==> src/rtl/chip_link_pkg.sv <==
// Shared definitions for the inter-chip link transmitter: width helpers,
// derived word/beat geometry and the serializer FSM encoding.
`timescale 1ns/1ps

package chip_link_pkg;

    // Smallest r with 2^r >= value (0 for value <= 1).
    function automatic int log2_ceil(input int value);
        for (int r = 0; r < 31; r++) begin
            if ((1 << r) >= value) begin
                return r;
            end
        end
        return 31;
    endfunction

    // Link word = flit plus the port-select bits placed above it.
    function automatic int calc_dw(input int fw, input int connect);
        return fw + log2_ceil(connect);
    endfunction

    // Number of link beats needed to carry one word.
    function automatic int calc_nbeats(input int dw, input int lw);
        return (dw + lw - 1) / lw;
    endfunction

    // Serializer FSM encoding.
    localparam int STATE_W = 1;
    localparam logic [STATE_W-1:0] ST_IDLE = 1'b0;
    localparam logic [STATE_W-1:0] ST_SEND = 1'b1;

endpackage

==> src/rtl/chip_link_fifo.sv <==
// Synchronous send FIFO for the link transmitter. Head word is visible
// combinationally so the serializer can load it on the same edge it pops.
// A push while holding DEPTH words is accepted only if a pop frees a slot
// in the same cycle; otherwise the word is dropped and drop_o pulses.
`timescale 1ns/1ps

module chip_link_fifo
    import chip_link_pkg::*;
#(
    parameter int W = 60,
    parameter int B = 4
) (
    input  logic         clk,
    input  logic         rst_n,
    input  logic         wr_i,
    input  logic [W-1:0] wr_data_i,
    input  logic         rd_i,
    output logic [W-1:0] rd_data_o,
    output logic [B:0]   count_o,
    output logic         full_o,
    output logic         drop_o
);

    localparam int DEPTH = 1 << B;
    localparam logic [B:0] CAP       = (B+1)'(DEPTH);
    localparam logic [B:0] FULL_MARK = (B+1)'(DEPTH - 1);

    logic [W-1:0] mem [DEPTH];
    logic [B-1:0] wr_ptr_q;
    logic [B-1:0] rd_ptr_q;
    logic [B:0]   count_q;

    logic at_cap;
    logic pop_ok;
    logic push_ok;

    assign at_cap  = (count_q == CAP);
    assign pop_ok  = rd_i && (count_q != '0);
    assign push_ok = wr_i && (!at_cap || pop_ok);
    assign drop_o  = wr_i && at_cap && !pop_ok;

    assign rd_data_o = mem[rd_ptr_q];
    assign count_o   = count_q;
    // One slot of slack covers the upstream mux's registered write strobe.
    assign full_o    = (count_q >= FULL_MARK);

    // Storage array, written only on an accepted push (no reset needed).
    always_ff @(posedge clk) begin
        if (push_ok) begin
            mem[wr_ptr_q] <= wr_data_i;
        end
    end

    // Pointer and occupancy bookkeeping; push+pop leaves count unchanged.
    always_ff @(posedge clk or negedge rst_n) begin
        if (!rst_n) begin
            wr_ptr_q <= '0;
            rd_ptr_q <= '0;
            count_q  <= '0;
        end else begin
            if (push_ok) begin
                wr_ptr_q <= wr_ptr_q + 1'b1;
            end
            if (pop_ok) begin
                rd_ptr_q <= rd_ptr_q + 1'b1;
            end
            case ({push_ok, pop_ok})
                2'b10:   count_q <= count_q + 1'b1;
                2'b01:   count_q <= count_q - 1'b1;
                default: count_q <= count_q;
            endcase
        end
    end

endmodule

==> src/rtl/chip_link_tx.sv <==
// Inter-chip link transmitter: buffers {port_sel, flit} words from the
// chip-side mux and serializes each into NBEATS LSB-first beats of LW bits
// with first/last markers and valid/ready flow control. Consecutive words
// are sent with no idle beat between them.
`timescale 1ns/1ps

module chip_link_tx
    import chip_link_pkg::*;
#(
    parameter int FW      = 59,
    parameter int CONNECT = 2,
    parameter int B       = 4,
    parameter int LW      = 16,
    localparam int DW     = calc_dw(FW, CONNECT),
    localparam int NBEATS = calc_nbeats(DW, LW)
) (
    input  logic          clk,
    input  logic          rst_n,
    input  logic          data_out_wr,
    input  logic [DW-1:0] data_out,
    output logic          send_fifo_full,
    output logic          link_valid,
    input  logic          link_ready,
    output logic [LW-1:0] link_data,
    output logic          link_first,
    output logic          link_last,
    output logic          overflow_err
);

    localparam int PW = NBEATS * LW;
    localparam int IW = (NBEATS > 1) ? log2_ceil(NBEATS) : 1;
    localparam logic [IW-1:0] LAST_IDX = IW'(NBEATS - 1);

    // Send FIFO
    logic [DW-1:0] fifo_head;
    logic [B:0]    fifo_count;
    logic          fifo_drop;
    logic          fifo_empty;
    logic          pop;

    chip_link_fifo #(
        .W (DW),
        .B (B)
    ) u_fifo (
        .clk       (clk),
        .rst_n     (rst_n),
        .wr_i      (data_out_wr),
        .wr_data_i (data_out),
        .rd_i      (pop),
        .rd_data_o (fifo_head),
        .count_o   (fifo_count),
        .full_o    (send_fifo_full),
        .drop_o    (fifo_drop)
    );

    assign fifo_empty = (fifo_count == '0);

    // Serializer state
    logic [STATE_W-1:0] state_q, state_d;
    logic [IW-1:0]      idx_q, idx_d;
    logic [DW-1:0]      sr_q, sr_d;
    logic               valid_q, first_q, last_q;
    logic [LW-1:0]      data_q, data_d;
    logic               overflow_q;

    // Next state, beat index and FIFO pop decision.
    always_comb begin
        state_d = state_q;
        idx_d   = idx_q;
        pop     = 1'b0;
        case (state_q)
            ST_IDLE: begin
                if (!fifo_empty) begin
                    pop     = 1'b1;
                    idx_d   = '0;
                    state_d = ST_SEND;
                end
            end
            ST_SEND: begin
                if (link_ready) begin
                    if (idx_q != LAST_IDX) begin
                        idx_d = idx_q + IW'(1);
                    end else if (!fifo_empty) begin
                        // Chain straight into the next word: no bubble.
                        pop   = 1'b1;
                        idx_d = '0;
                    end else begin
                        idx_d   = '0;
                        state_d = ST_IDLE;
                    end
                end
            end
            default: begin
                idx_d   = '0;
                state_d = ST_IDLE;
            end
        endcase
    end

    assign sr_d = pop ? fifo_head : sr_q;

    // Beat slicing of the word about to be presented; pad bits are zero.
    logic [PW-1:0] src_pad;
    logic [LW-1:0] beat_arr [NBEATS];

    assign src_pad = PW'(sr_d);

    for (genvar gi = 0; gi < NBEATS; gi++) begin : g_beat
        assign beat_arr[gi] = src_pad[gi*LW +: LW];
    end

    // Payload for the next cycle; zero while idle keeps the bus quiet.
    always_comb begin
        data_d = '0;
        if (state_d == ST_SEND) begin
            data_d = beat_arr[idx_d];
        end
    end

    // Registered FSM, shift register and link outputs; reset aborts a word.
    always_ff @(posedge clk or negedge rst_n) begin
        if (!rst_n) begin
            state_q <= ST_IDLE;
            idx_q   <= '0;
            sr_q    <= '0;
            valid_q <= 1'b0;
            first_q <= 1'b0;
            last_q  <= 1'b0;
            data_q  <= '0;
        end else begin
            state_q <= state_d;
            idx_q   <= idx_d;
            sr_q    <= sr_d;
            valid_q <= (state_d == ST_SEND);
            first_q <= (state_d == ST_SEND) && (idx_d == '0);
            last_q  <= (state_d == ST_SEND) && (idx_d == LAST_IDX);
            data_q  <= data_d;
        end
    end

    // Sticky record of any word dropped at the FIFO input.
    always_ff @(posedge clk or negedge rst_n) begin
        if (!rst_n) begin
            overflow_q <= 1'b0;
        end else if (fifo_drop) begin
            overflow_q <= 1'b1;
        end
    end

    assign link_valid   = valid_q;
    assign link_first   = first_q;
    assign link_last    = last_q;
    assign link_data    = data_q;
    assign overflow_err = overflow_q;

endmodule

==> config.mk <==
export PLATFORM = sky130hd
export DESIGN_NAME = chip_link_tx
export DESIGN_NICKNAME = d
export VERILOG_FILES = /design/src/rtl/chip_link_pkg.sv /design/src/rtl/chip_link_fifo.sv /design/src/rtl/chip_link_tx.sv
export SDC_FILE = /design/constraint.sdc
export NUM_CORES = 1
export LEC_CHECK = 0
export CORE_MARGIN = 2
export CORE_UTILIZATION = 30
export DETAILED_ROUTE_END_ITERATION = 12
export PLACE_DENSITY = 0.47
export SYNTH_ARGS = -nofsm -noshare
export SYNTH_HDL_FRONTEND = slang
export SYNTH_SLANG_ARGS = --single-unit
export TNS_END_PERCENT = 30
==> constraint.sdc <==
create_clock -name clk -period 5.7 [get_ports clk]
set_input_delay 0.855 -clock clk [delete_from_list [all_inputs] [get_ports clk]]
set_output_delay 0.855 -clock clk [all_outputs]
set_load 0.01 [all_outputs]
==> flow_summary.yaml <==
run_status:
  status: "complete, no violations"
timing:
  rsz0062_at_grt: "no"
  clock.fmax_mhz: 267
  hold_viol_final: 0
  setup_slack_ns: 1.96
  fin_worst_skew_ns: 0.0263
  slew_violations: 0
  post-route-min-period_ns: 3.74
  post-route-period-util_pct: 65.6
  setup_viol: 0
  tightest_slew_ns: 1.24
  slew-limit-headroom_pct: 17.4
place:
  pre_cts_ws_ns: 1.27
  io_buffers: 84
  finalWeightedCongestion: 0.788
  place.detailed.hpwl_um: 62000
logic_synthesis:
  synth_fp_nets: 1987
  synth-main-ff-cell: "edfxtp_1"
  syn_area_per_cell_sq_um: 21.3
  synth_top_area_share_pct: 70.7
  ys_types: 61
  ys_warn_count: 0
  synthArstFlopShare_pct: 9.00
  yosysTopAreaCell: "edfxtp_1"
  ys_top_cells_by_area: "edfxtp_1 (71%), mux4_2 (13%), dfrtp_1 (5.8%), mux2i_1 (0.76%), o22ai_1 (0.69%)"
  ys_seq_area_share_pct: 76.5
  synth-edff-count: 960
  mappedNetlistArea_sq_mm: 0.0408
  ys_ff_latch: 1055
  synthCells: 1916
clock_tree:
  htreeDepth: 3
  cts_buffers: 112
  cts_sinks: 1055
  clk_latency_ns: 0.68
  cts_resized: 0
  clockBufferDepth: 3
  clk_pin_slew_ns: 0.06
  postCtsHoldBufs: 0
  cts_tree: "built"
  root_buffer: "clkbuf_16"
  postCtsSetupBuffers: 0
detailed_routing:
  drc: 0
  wl_per_cell_um: 26.2
  num_vias: 19600
  wirelength_um: 103000
  drtIter0Drc: 1742
  antenna_left: 0
  vias_per_cell: 4.97
  drt_pass1_iterations: 6
worst_setup_path:
  crit_start: "link_ready"
  slowest_stage: "nand2_1"
  critPathLaunchType: "primary input"
  cp_data_arrival_time_ns: 4.28
  cp_slowest_stage_delay_ns: 0.88
  r2r_setup_slack_ns: 2.08
  r2r_cells: 6
  worstPathCellList: "clkdlybuf4s50_1 -> a21boi_0 -> a21oi_4 -> buf_4 -> nand2_1 -> o2111ai_1 -> a22oi_1"
  critPathCapture: "link_data[6]$_DFF_PN0_"
  required_ns: 6.24
  r2r_end: "link_data[9]$_DFF_PN0_"
  worst-path-max-fanout: 57
  worst-setup-path-type: "primary input to flop"
  cp-end-kind: "flop"
  r2r-start: "link_valid$_DFF_PN0_"
global_routing:
  grt_max_degree: 86
  grt_pass1_wl_um: 150000
  overflow: 0
  antenna_found_initial: 2
  grt_use_total_pct: 14.8
  grt_pass1_vias: 20900
power:
  ir_drop_mv: 0.290
  power_density_mw_per_mm2: 499
  p_leak_nw: 15.1
floorplan:
  die_area_sq_mm: 0.139
  fp.dieH_um: 373
  core_area_sq_mm: 0.135
  rows: 135
  chipWidth_um: 373
  start_util_pct: 30.2
  num_io_pins: 85
finish:
  nNetsFinal: 2129
  drive_above_1_share_pct: 24.0
  nFillCells: 12500
  final_util_pct: 35.1
  syn2layout_area_growth_pct: 16.4
worst_hold_path:
  hold_path.class: "primary input to asynchronous set/reset pin"
job:
  drv_cap: 0
-- worst min-delay path by stage --
stage	from	to	slack (ns)	depth (start not counted)
2_1_floorplan	sr_q[46]$_DFF_PN0_	sr_q[46]$_DFF_PN0_	0.44	2
3_3_place_gp	sr_q[53]$_DFF_PN0_	sr_q[53]$_DFF_PN0_	0.46	1
3_5_place_dp	sr_q[53]$_DFF_PN0_	sr_q[53]$_DFF_PN0_	0.47	1
4_1_cts	rst_n	sr_q[14]$_DFF_PN0_	0.26	1
5_1_grt	rst_n	link_data[8]$_DFF_PN0_	0.33	1
6_report	rst_n	sr_q[50]$_DFF_PN0_	0.27	1
-- final cells by class --
class | instances | area [sq um] | share of cell area, %
diodes | 1 | 2.50 | 0.00527
clock buffers | 146 | 3050 | 6.42
clock inverters | 65 | 603 | 1.27
inverters | 33 | 129 | 0.272
multi-input cells | 719 | 8930 | 18.8
flip-flops and latches | 1055 | 31200 | 65.8
well taps | 1781 | 2230 | 4.70
repair buffers | 137 | 1300 | 2.74
-- cell families (layout without fill, tap and decap cells) --
group | Yosys count | after routing | synth area share (%)
flip-flops | 1055 | 1055 | 76.5
other | 0 | 1 | 0
buffers and inverters | 142 | 381 | 1.79
AND/OR/NAND/NOR | 154 | 154 | 1.87
adder cells (fa/ha/maj) | 7 | 7 | 0.215
XOR/XNOR | 11 | 11 | 0.236
multiplexers | 290 | 290 | 14.5
AO/OA/AOI/OAI | 257 | 257 | 4.82
-- worst max-delay path, delay by kind of cell --
family | cells | cell delay, ns
buffers and inverters | 2 | 1.28
AO/OA/AOI/OAI | 4 | 1.24
AND/OR/NAND/NOR | 1 | 0.88
-- per-stage QoR --
stage	total power, mW	cell area (sq um)	hold WS (ns)	std cells	TNS, ns
after floorplan	14.4	40800	0.437	1916	-87.40
after global placement	16.8	43800	0.460	3725	0
after detailed placement	16.8	43800	0.466	3725	0
after CTS	24.1	47500	0.257	3936	0
after global routing	24.8	47500	0.327	3936	0
final	23.7	47500	0.272	3937	0
-- Yosys cell counts, drive strengths merged (3+ instances only) --
master     n
a2bb2oi    7
a21oi     20
mux2      19
edfxtp   960
and2       9
clkbuf    23
ha         7
xor2       3
inv       32
o2111ai   22
nand3     10
nor3       6
nor4       3
o21ai     18
o221ai     4
nand2b    25
a21boi     3
a22o       6
mux4     240
o211a     22
nand2     76
buf       86
dfrtp     95
xnor2      8
a211oi    30
or2        3
mux2i     31
a221oi    12
a21o      12
o22ai     45
o211ai    13
a22oi     32
nor2      12
-- sequential cells by signal, summed over array words and instances (netlist names) --
name,count
idx_q,2
link_data,16
link_first,1
link_last,1
link_valid,1
overflow_err,1
sr_q,60
u_fifo.count_o,5
u_fifo.mem,960
u_fifo.rd_ptr_q,4
u_fifo.wr_ptr_q,4
-- per-layer routing --
layer	global-route usage (%)	wire length (um)	vias up
met5	0	8	-
met4	3.59	1850	2
met3	2.25	4320	115
met2	24.3	50400	459
met1	20.6	46500	10700
li1	-	-	8321
-- cells in the final DEF, fill, tap and decap left out, types with 12 or more instances in the layout --
master / netlist / layout
mux2i_1: 31 / 31
clkinv_1: 0 / 20
o22ai_1: 45 / 45
clkdlybuf4s50_1: 0 / 83
o2111ai_1: 22 / 22
mux2_2: 18 / 18
mux4_2: 240 / 240
dfrtp_1: 95 / 91
nand2_1: 74 / 74
o21ai_0: 15 / 15
o211a_1: 22 / 22
a211oi_1: 24 / 24
a221oi_1: 12 / 12
clkinv_2: 0 / 22
nand2b_1: 25 / 25
a21o_1: 12 / 12
o211ai_1: 13 / 13
edfxtp_1: 960 / 960
a22oi_1: 32 / 32
clkbuf_1: 23 / 27
a21oi_1: 20 / 19
clkbuf_16: 0 / 116
inv_1: 32 / 32
buf_4: 25 / 49
-- report_power, final --
group          switching (mW)  internal, mW  leakage, nW  total, mW
combinational            3.59          2.75         3.48       6.35
sequential              0.698          9.47         9.80       10.2
clock                    2.97          4.21         1.78       7.18
total                    7.26          16.4         15.1       23.7
Note: power is estimated with default switching activity, not from simulation.
